--- src/rtl/pipe_hazard_ctrl.sv ---
// rtl/pipe_hazard_ctrl.sv - RAW interlock, redirect flush and stall watchdog for the 5-stage pipe
module pipe_hazard_ctrl #(
    parameter bit WB_BYPASS = 1'b0,
    parameter int MAX_STALL = 8,
    parameter int CNT_W     = 16
) (
    input  logic             clk_i,
    input  logic             rst_i,
    input  logic             id_valid_i,
    input  logic [4:0]       id_rs_i,
    input  logic [4:0]       id_rt_i,
    input  logic             id_use_rs_i,
    input  logic             id_use_rt_i,
    input  logic             id_regwrite_i,
    input  logic [4:0]       id_rd_i,
    input  logic             redirect_i,
    output logic             pc_write_o,
    output logic             if_id_write_o,
    output logic             if_id_flush_o,
    output logic             id_ex_flush_o,
    output logic             ex_mem_flush_o,
    output logic [CNT_W-1:0] stall_cnt_o,
    output logic [CNT_W-1:0] flush_cnt_o,
    output logic             deadlock_o
);

    // Wide enough to hold MAX_STALL itself; the run counter parks there.
    localparam int RS_W = $clog2(MAX_STALL + 1);

    logic            ex_v, mem_v, wb_v;
    logic [4:0]      ex_rd, mem_rd, wb_rd;
    logic [RS_W-1:0] run_stall;
    logic [RS_W-1:0] run_stall_nxt;
    logic            wv;
    logic            hit_rs, hit_rt;
    logic            haz;

    // The WB slot only matters when the register file cannot serve a same-cycle write to ID.
    assign hit_rs = (ex_v  && ex_rd  == id_rs_i) ||
                    (mem_v && mem_rd == id_rs_i) ||
                    (!WB_BYPASS && wb_v && wb_rd == id_rs_i);
    assign hit_rt = (ex_v  && ex_rd  == id_rt_i) ||
                    (mem_v && mem_rd == id_rt_i) ||
                    (!WB_BYPASS && wb_v && wb_rd == id_rt_i);

    // $0 is hard-wired, so it is neither a source of hazards nor worth tracking.
    assign wv  = id_valid_i & id_regwrite_i & (id_rd_i != 5'd0);
    assign haz = id_valid_i & ~redirect_i &
                 ((id_use_rs_i & (id_rs_i != 5'd0) & hit_rs) |
                  (id_use_rt_i & (id_rt_i != 5'd0) & hit_rt));

    assign run_stall_nxt = (run_stall == RS_W'(MAX_STALL)) ? run_stall : run_stall + RS_W'(1);

    // Pipeline register controls: reset holds everything, then redirect > stall > run.
    always_comb begin
        pc_write_o     = 1'b1;
        if_id_write_o  = 1'b1;
        if_id_flush_o  = 1'b0;
        id_ex_flush_o  = 1'b0;
        ex_mem_flush_o = 1'b0;
        if (rst_i) begin
            pc_write_o     = 1'b0;
            if_id_write_o  = 1'b0;
            if_id_flush_o  = 1'b1;
            id_ex_flush_o  = 1'b1;
            ex_mem_flush_o = 1'b1;
        end else if (redirect_i) begin
            if_id_flush_o  = 1'b1;
            id_ex_flush_o  = 1'b1;
            ex_mem_flush_o = 1'b1;
        end else if (haz) begin
            pc_write_o     = 1'b0;
            if_id_write_o  = 1'b0;
            id_ex_flush_o  = 1'b1;
        end
    end

    // Shadow scoreboard of in-flight destinations, advancing in lockstep with the pipe.
    always_ff @(posedge clk_i or posedge rst_i) begin
        if (rst_i) begin
            ex_v   <= 1'b0;
            mem_v  <= 1'b0;
            wb_v   <= 1'b0;
            ex_rd  <= 5'd0;
            mem_rd <= 5'd0;
            wb_rd  <= 5'd0;
        end else if (redirect_i) begin
            // The MEM instruction commits; the younger two are squashed.
            ex_v  <= 1'b0;
            mem_v <= 1'b0;
            wb_v  <= mem_v;
            wb_rd <= mem_rd;
        end else if (haz) begin
            // A bubble enters EX while older work keeps draining.
            ex_v   <= 1'b0;
            mem_v  <= ex_v;
            mem_rd <= ex_rd;
            wb_v   <= mem_v;
            wb_rd  <= mem_rd;
        end else begin
            ex_v   <= wv;
            ex_rd  <= id_rd_i;
            mem_v  <= ex_v;
            mem_rd <= ex_rd;
            wb_v   <= mem_v;
            wb_rd  <= mem_rd;
        end
    end

    // Saturating statistics, consecutive-stall run length and sticky deadlock flag.
    always_ff @(posedge clk_i or posedge rst_i) begin
        if (rst_i) begin
            stall_cnt_o <= '0;
            flush_cnt_o <= '0;
            run_stall   <= '0;
            deadlock_o  <= 1'b0;
        end else begin
            if (haz && stall_cnt_o != {CNT_W{1'b1}})
                stall_cnt_o <= stall_cnt_o + CNT_W'(1);
            if (redirect_i && flush_cnt_o != {CNT_W{1'b1}})
                flush_cnt_o <= flush_cnt_o + CNT_W'(1);
            if (haz) begin
                run_stall <= run_stall_nxt;
                if (run_stall_nxt == RS_W'(MAX_STALL))
                    deadlock_o <= 1'b1;
            end else begin
                run_stall <= '0;
            end
        end
    end

endmodule

--- config.mk ---
export PLATFORM = sky130hd
export DESIGN_NAME = pipe_hazard_ctrl
export DESIGN_NICKNAME = d
export VERILOG_FILES = /design/src/rtl/pipe_hazard_ctrl.sv
export SDC_FILE = /design/constraint.sdc
export NUM_CORES = 1
export LEC_CHECK = 0
export BUFFER_PORTS_ARGS = -buffer_cell sky130_fd_sc_hd__clkbuf_2
export CAP_MARGIN = 5
export CELL_PAD_IN_SITES_DETAIL_PLACEMENT = 2
export CELL_PAD_IN_SITES_GLOBAL_PLACEMENT = 2
export CORE_ASPECT_RATIO = 0.5
export CORE_UTILIZATION = 29
export DETAILED_ROUTE_END_ITERATION = 7
export MAX_ROUTING_LAYER = met4
export PLACE_DENSITY = 0.65
export SKIP_LAST_GASP = 1
export SLEW_MARGIN = 20
export SYNTH_ARGS = -nofsm -noshare
export SYNTH_HDL_FRONTEND = slang
export SYNTH_SLANG_ARGS = --single-unit
--- constraint.sdc ---
create_clock -name clk_i -period 4.26 [get_ports clk_i]
set_clock_uncertainty 0.2 [all_clocks]
set_input_delay 1.278 -clock clk_i [delete_from_list [all_inputs] [get_ports clk_i]]
set_output_delay 1.278 -clock clk_i [all_outputs]
set_load 0.1 [all_outputs]
## After elaboration in Yosys (flattened, before gate mapping)

Index checks and enable logic that the tools add are counted.

- Output and inout port bits: 38
- Bits in registers: 55
- Input bits: 22
- Logic and storage cells: 64

- Reductions and logical operators: 17
- Equal/unequal tests: 10
- $add $sub $neg: 3
- Multiplexer cells: 13
- Bitwise operators: 11

Operator list:

| kind | number |
|---|---|
| 16-bit by 1-bit adder with 16-bit output, second input constant | 2 |
| 16-bit inequality test, second input constant | 2 |
| 5-bit equality test | 6 |
| 5-bit nonzero test | 3 |
| 1-bit two-way mux | 11 |
| 1-bit AND | 8 |
| 4-bit equality test, second input constant | 2 |
| 1-bit logical AND | 8 |
| 4-bit two-way mux | 2 |
| 4-bit by 1-bit adder with 4-bit output, second input constant | 1 |
| 1-bit logical OR | 4 |
| 2-bit AND reduction | 2 |
| 1-bit NOT | 2 |
| 1-bit OR | 1 |

## Longest topological paths before layout

- Depth in word-level cells: 10
- Gate-level depth with buffers: 8
- Depth with buffers taken out: 8

## Worst setup path before layout

OpenSTA, ideal clock, no wires.

- Kind: input to output
- Start: input port id_rt_i[0]
- End: output port pc_write_o
- Path buffers: 2
- Data required time: 2.782 ns
- Data arrival time: 4.457 ns
- Slack: -1.675 ns
- Stages on the path: 7
- Cell sequence: or4_1 o21ai_0 a31oi_1 or2_4 buf_2 a21oi_1 buf_4

- Word-level cells in the longest chain between the ends: 10
- Elaborated cells between the ends (all ways): 16

Ends and longest elaborated chain:

| item | line | source |
|---|---|---|
| start, declared | 11 | `input logic [4:0] id_rt_i,` |
| 5-bit equality test (on tied branches) | 42, 43 |  |
| 1-bit logical AND (on tied branches) | 42, 43 |  |
| 1-bit logical OR | 42 | `assign hit_rt = (ex_v && ex_rd == id_rt_i) \|\|` |
| 1-bit logical OR | 43 | `(mem_v && mem_rd == id_rt_i) \|\|` |
| 1-bit AND * | 50 | `(id_use_rt_i & (id_rt_i != 5'd0) & hit_rt));` |
| 1-bit OR * | 49 | `((id_use_rs_i & (id_rs_i != 5'd0) & hit_rs) \|` |
| 1-bit AND * | 48 | `assign haz = id_valid_i & ~redirect_i &` |
| 1-bit two-way mux * (3 in series) | - |  |
| end, declared | 17 | `output logic pc_write_o,` |

Every way passes the cells marked *; elsewhere a longest branch is shown, timed or not.

## Final worst setup path

- Start: input port id_rt_i[3]
- End: output port if_id_write_o

- Word-level cells in the longest chain between the ends: 10
- Elaborated cells between the ends (all ways): 16

Ends and longest elaborated chain:

| item | line | source |
|---|---|---|
| 5-bit equality test (on tied branches) | 42, 43 |  |
| 1-bit logical AND (on tied branches) | 42, 43 |  |
| 1-bit logical OR | 42 |  |
| 1-bit logical OR | 43 |  |
| 1-bit AND * | 50 |  |
| 1-bit OR * | 49 |  |
| 1-bit AND * | 48 |  |
| 1-bit two-way mux * | 71 | `end else if (haz) begin` |
| 1-bit two-way mux * | 67 | `end else if (redirect_i) begin` |
| 1-bit two-way mux * | 61 | `if (rst_i) begin` |
| end, declared | 18 | `output logic if_id_write_o,` |

Marks and branches as above.

==> flow_summary_export.csv <==
group,metric,value,unit
clock_network,tritoncts_clock_tree,"built",
pwr,power_per_cell_area,435,nW/um2
timing,setup_viol,2,
setup_path,arrival_time_at_the_worst_endpoint,2820,ps
cells_and_area,final_area,3640,um2
pwr,total_leakage_power,0.00165,uW
grt,grt_antenna_before_repair,0,
synth,sequential_fraction_of_the_synthesis_area,49.0,%
die,boundaryPins,60,
synth,postSynthAreaPerCell,10.8,um2
setup_path,startpoint_type,"input pin",
synth,synth_top_area_cell,"sky130_fd_sc_hd__dfrtp_1",
worst_hold_path,hold_class,"reg2reg",
status,violations,"setup timing",
placement,gp_congestion,0.848,
timing,hold_violations,0,
die,die-height,71.6,um
pwr,combinationalPowerShare,31.6,%
pwr,netSwitchingPower,633,uW
synth,post_synth_num_cell_types,37,
timing,post-route-min-period,4300,ps
pwr,seq_power_share,41.0,%
synth,netlist.area_leader.share,49.0,%
pwr,power.switching_fraction,40.1,%
synth,mappedNetlistArea,2810,um2
synth,synthesized_net_count,285,
placement,port-buffer-count,59,
routing,final_antenna_net_count,0,
timing,totalNegativeSetupSlack,-74.2,ps
clock_network,cts.clk_slew.worst_paths,70,ps
clock_network,numCtsBuffers,5,
routing,via_per_inst,4.73,
cells_and_area,synthToLayoutAreaGrowth,29.5,%
synth,yosys.cell_count.top_type,"sky130_fd_sc_hd__dfrtp_1",
clock_network,hold_fix_buffer_count_after_cts,0,
routing,drcViolationCount,0,
timing,setup_ws,-38.3,ps
placement,detail_placement_hpwl,6.05,mm
pwr,p_int,947,uW
routing,drt-total-wl,7.81,mm
cells_and_area,antenna_cells,0,
routing,post_drt_wl_per_cell,16.8,um
setup_path,critical_path_endpoint_category,"output port",
timing,timing.max_slew.rel_slack,48.9,%
grt,grt-ovfl-total,0,
cells_and_area,proportion_of_layout_cells_with_a_drive_suffix_above_1,32.9,%
routing,initialDrtViolationCount,55,
setup_path,timing.critical_path.fanout_max,3,
synth,asyncSetResetFlopFracSynth,100,%
synth,synth_top_cells_by_area,"sky130_fd_sc_hd__dfrtp_1 49%, sky130_fd_sc_hd__xnor2_1 10%, sky130_fd_sc_hd__xor2_1 8.7%",
die,die-area,10100,um2
setup_path,crit_required,2780,ps
cells_and_area,final_net_count,359,
routing,drt_pre_antenna_iters,7,
routing,route.vias.total,2196,
setup_path,timing.setup.critical_path_class,"in2out",
synth,netlist_top_cells_count,"55 x sky130_fd_sc_hd__dfrtp_1, 33 x sky130_fd_sc_hd__xnor2_1, 30 x sky130_fd_sc_hd__nand3_1, 28 x sky130_fd_sc_hd__xor2_1, 16 x sky130_fd_sc_hd__nor2_1",
synth,dominantRegCellSynth,"sky130_fd_sc_hd__dfrtp_1",
die,core,9040,um2
pwr,part_of_the_power_in_the_clock_network,27.4,%
status,outcome,"finished, violations left",
placement,cell_area_reported_after_detailed_placement,3380,um2
synth,synthesis.instances,259,
cells_and_area,nFillCells,970,
clock_network,cts-htree-levels,2,
die,placementRows,24,
clock_network,clock_sink_count,55,
timing,worst_pin_slew,766,ps
timing,setup_repair_after_global_routing_missed_its_margin,"true",
pwr,peakVddDrop,486,uV
die,start_util,31.1,%
placement,place_worst_setup_slack,-82.6,ps
timing,maxClockFrequency,0.233,GHz
grt,global_route.usage.total,17.3,%
synth,yosys_warnings,0,
grt,grt_first_pass_wirelength,13.0,mm
job,drv_cap,0,
cells_and_area,final_core_utilization,40.2,%
synth,postSynthRegisterBits,55,
clock_network,clock-root-buffer,"sky130_fd_sc_hd__clkbuf_16",
timing,timing_max_transition_violations_final,0,
grt,vias_in_the_first_global_route,2480,
clock_network,clk-insertion-delay-late,290,ps
clock_network,clock_tree.buffer_depth,2,
timing,post-route-period-util,101,%
grt,maximum_number_of_pins_on_one_net_before_global_route_repair,36,
synth,synth_edf_count,0,
die,floorplan.die.width,141,um
final timing paths:
| path | startpoint | end | slack, ps | cells after the start |
|---|---|---|---|---|
| hold / removal | mem_v | wb_v | 250 | 0 |
| hold reg to reg | mem_v | wb_v | 250 | 0 |
| setup / recovery | id_rt_i[3] | if_id_write_o | -40 | 7 |
| min in group asynchronous | rst_i | wb_v | 960 | 2 |
| setup reg to reg | ex_rd[0] | stall_cnt_o[1] | 1570 | 10 |
| max in group asynchronous | rst_i | stall_cnt_o[12] | 2240 | 3 |
cells in the final DEF, fill, tap and decap left out, types with 4 or more instances in the layout:
cell                        Yosys  final
sky130_fd_sc_hd__nor2_1        16     16
sky130_fd_sc_hd__nor4_1         8      5
sky130_fd_sc_hd__nand2_1       15     14
sky130_fd_sc_hd__clkbuf_8       0      4
sky130_fd_sc_hd__inv_1          7      6
sky130_fd_sc_hd__buf_4          2     15
sky130_fd_sc_hd__clkbuf_2       0     50
sky130_fd_sc_hd__mux2_2        12     12
sky130_fd_sc_hd__dfrtp_1       55     55
sky130_fd_sc_hd__xor2_1        28     27
sky130_fd_sc_hd__ha_1           4      4
sky130_fd_sc_hd__nand3_1       30     30
sky130_fd_sc_hd__clkbuf_16      0      5
sky130_fd_sc_hd__xnor2_1       33     33
sky130_fd_sc_hd__nor3_1         5      5
metrics by stage:
step | hold slack, ps | total power, uW | instances
6_report | 253 | 1580 | 464
2_1_floorplan | 173 | 1030 | 259
3_3_place_gp | 223 | 1130 | 454
3_5_place_dp | 222 | 1150 | 454
4_1_cts | 248 | 1600 | 464
5_1_grt | 253 | 1650 | 464
metal layers:
| metal | vias to the layer above | global-route usage (%) | wire (um) | share of wire [%] |
|---|---|---|---|---|
| met4 | 0 | 3.62 | 64 | 0.82 |
| met3 | 7 | 3.54 | 215 | 2.8 |
| met5 | - | - | 0 | 0 |
| met1 | 1118 | 19.9 | 3470 | 44 |
| li1 | 1035 | - | - | - |
| met2 | 36 | 31.2 | 4060 | 52 |
flip-flops by register name (all words and copies together), names as in the netlist:
name / flops
deadlock_o: 1
ex_rd: 5
ex_v: 1
flush_cnt_o: 16
mem_rd: 5
mem_v: 1
run_stall: 4
stall_cnt_o: 16
wb_rd: 5
wb_v: 1
power by group through the flow:
stage / combinational [uW] / clock [uW] / sequential (uW)
finish: 499 / 433 / 648
global route: 524 / 467 / 657
CTS: 498 / 449 / 648
detailed placement: 489 / 0 / 658
global placement: 479 / 0 / 654
floorplan: 145 / 0 / 883
what timing repair did:
action | 4_1_cts | 5_1_grt
setup buffers | 2 | 0
pin swaps | 2 | 8
endpoints found under the setup margin | 3 | 3
gates resized for setup | 6 | 17
hold endpoints to repair | 0 | 0
critical path, stage by stage:
cell and delay, ps:
sky130_fd_sc_hd__clkbuf_8 120, sky130_fd_sc_hd__or4_1 540, sky130_fd_sc_hd__o21ai_2 130, sky130_fd_sc_hd__a31oi_1 50, sky130_fd_sc_hd__or2_4 260, sky130_fd_sc_hd__a21oi_4 230
sky130_fd_sc_hd__buf_12 200
area by class of cell:
class	count	area, um2	share of cell area, %
multi-input cells	191	1430	39.3
flip-flops and latches	55	1380	37.9
repair buffers	73	484	13.3
well taps	130	163	4.47
clock buffers	8	156	4.30
inverters	7	26.3	0.723
logic make-up after synthesis:
| kind of cell | after synthesis | share of synthesized area [%] |
|---|---|---|
| buffers and inverters | 13 | 2.32 |
| AOI/OAI and AO/OA | 14 | 4.15 |
| xor gates and xnor gates | 61 | 19.0 |
| muxes | 13 | 5.17 |
| DFF | 55 | 49.0 |
| adders and majority gates | 4 | 1.78 |
| and+or+nand+nor | 99 | 18.5 |
Note: power is estimated with default switching activity, not from simulation.
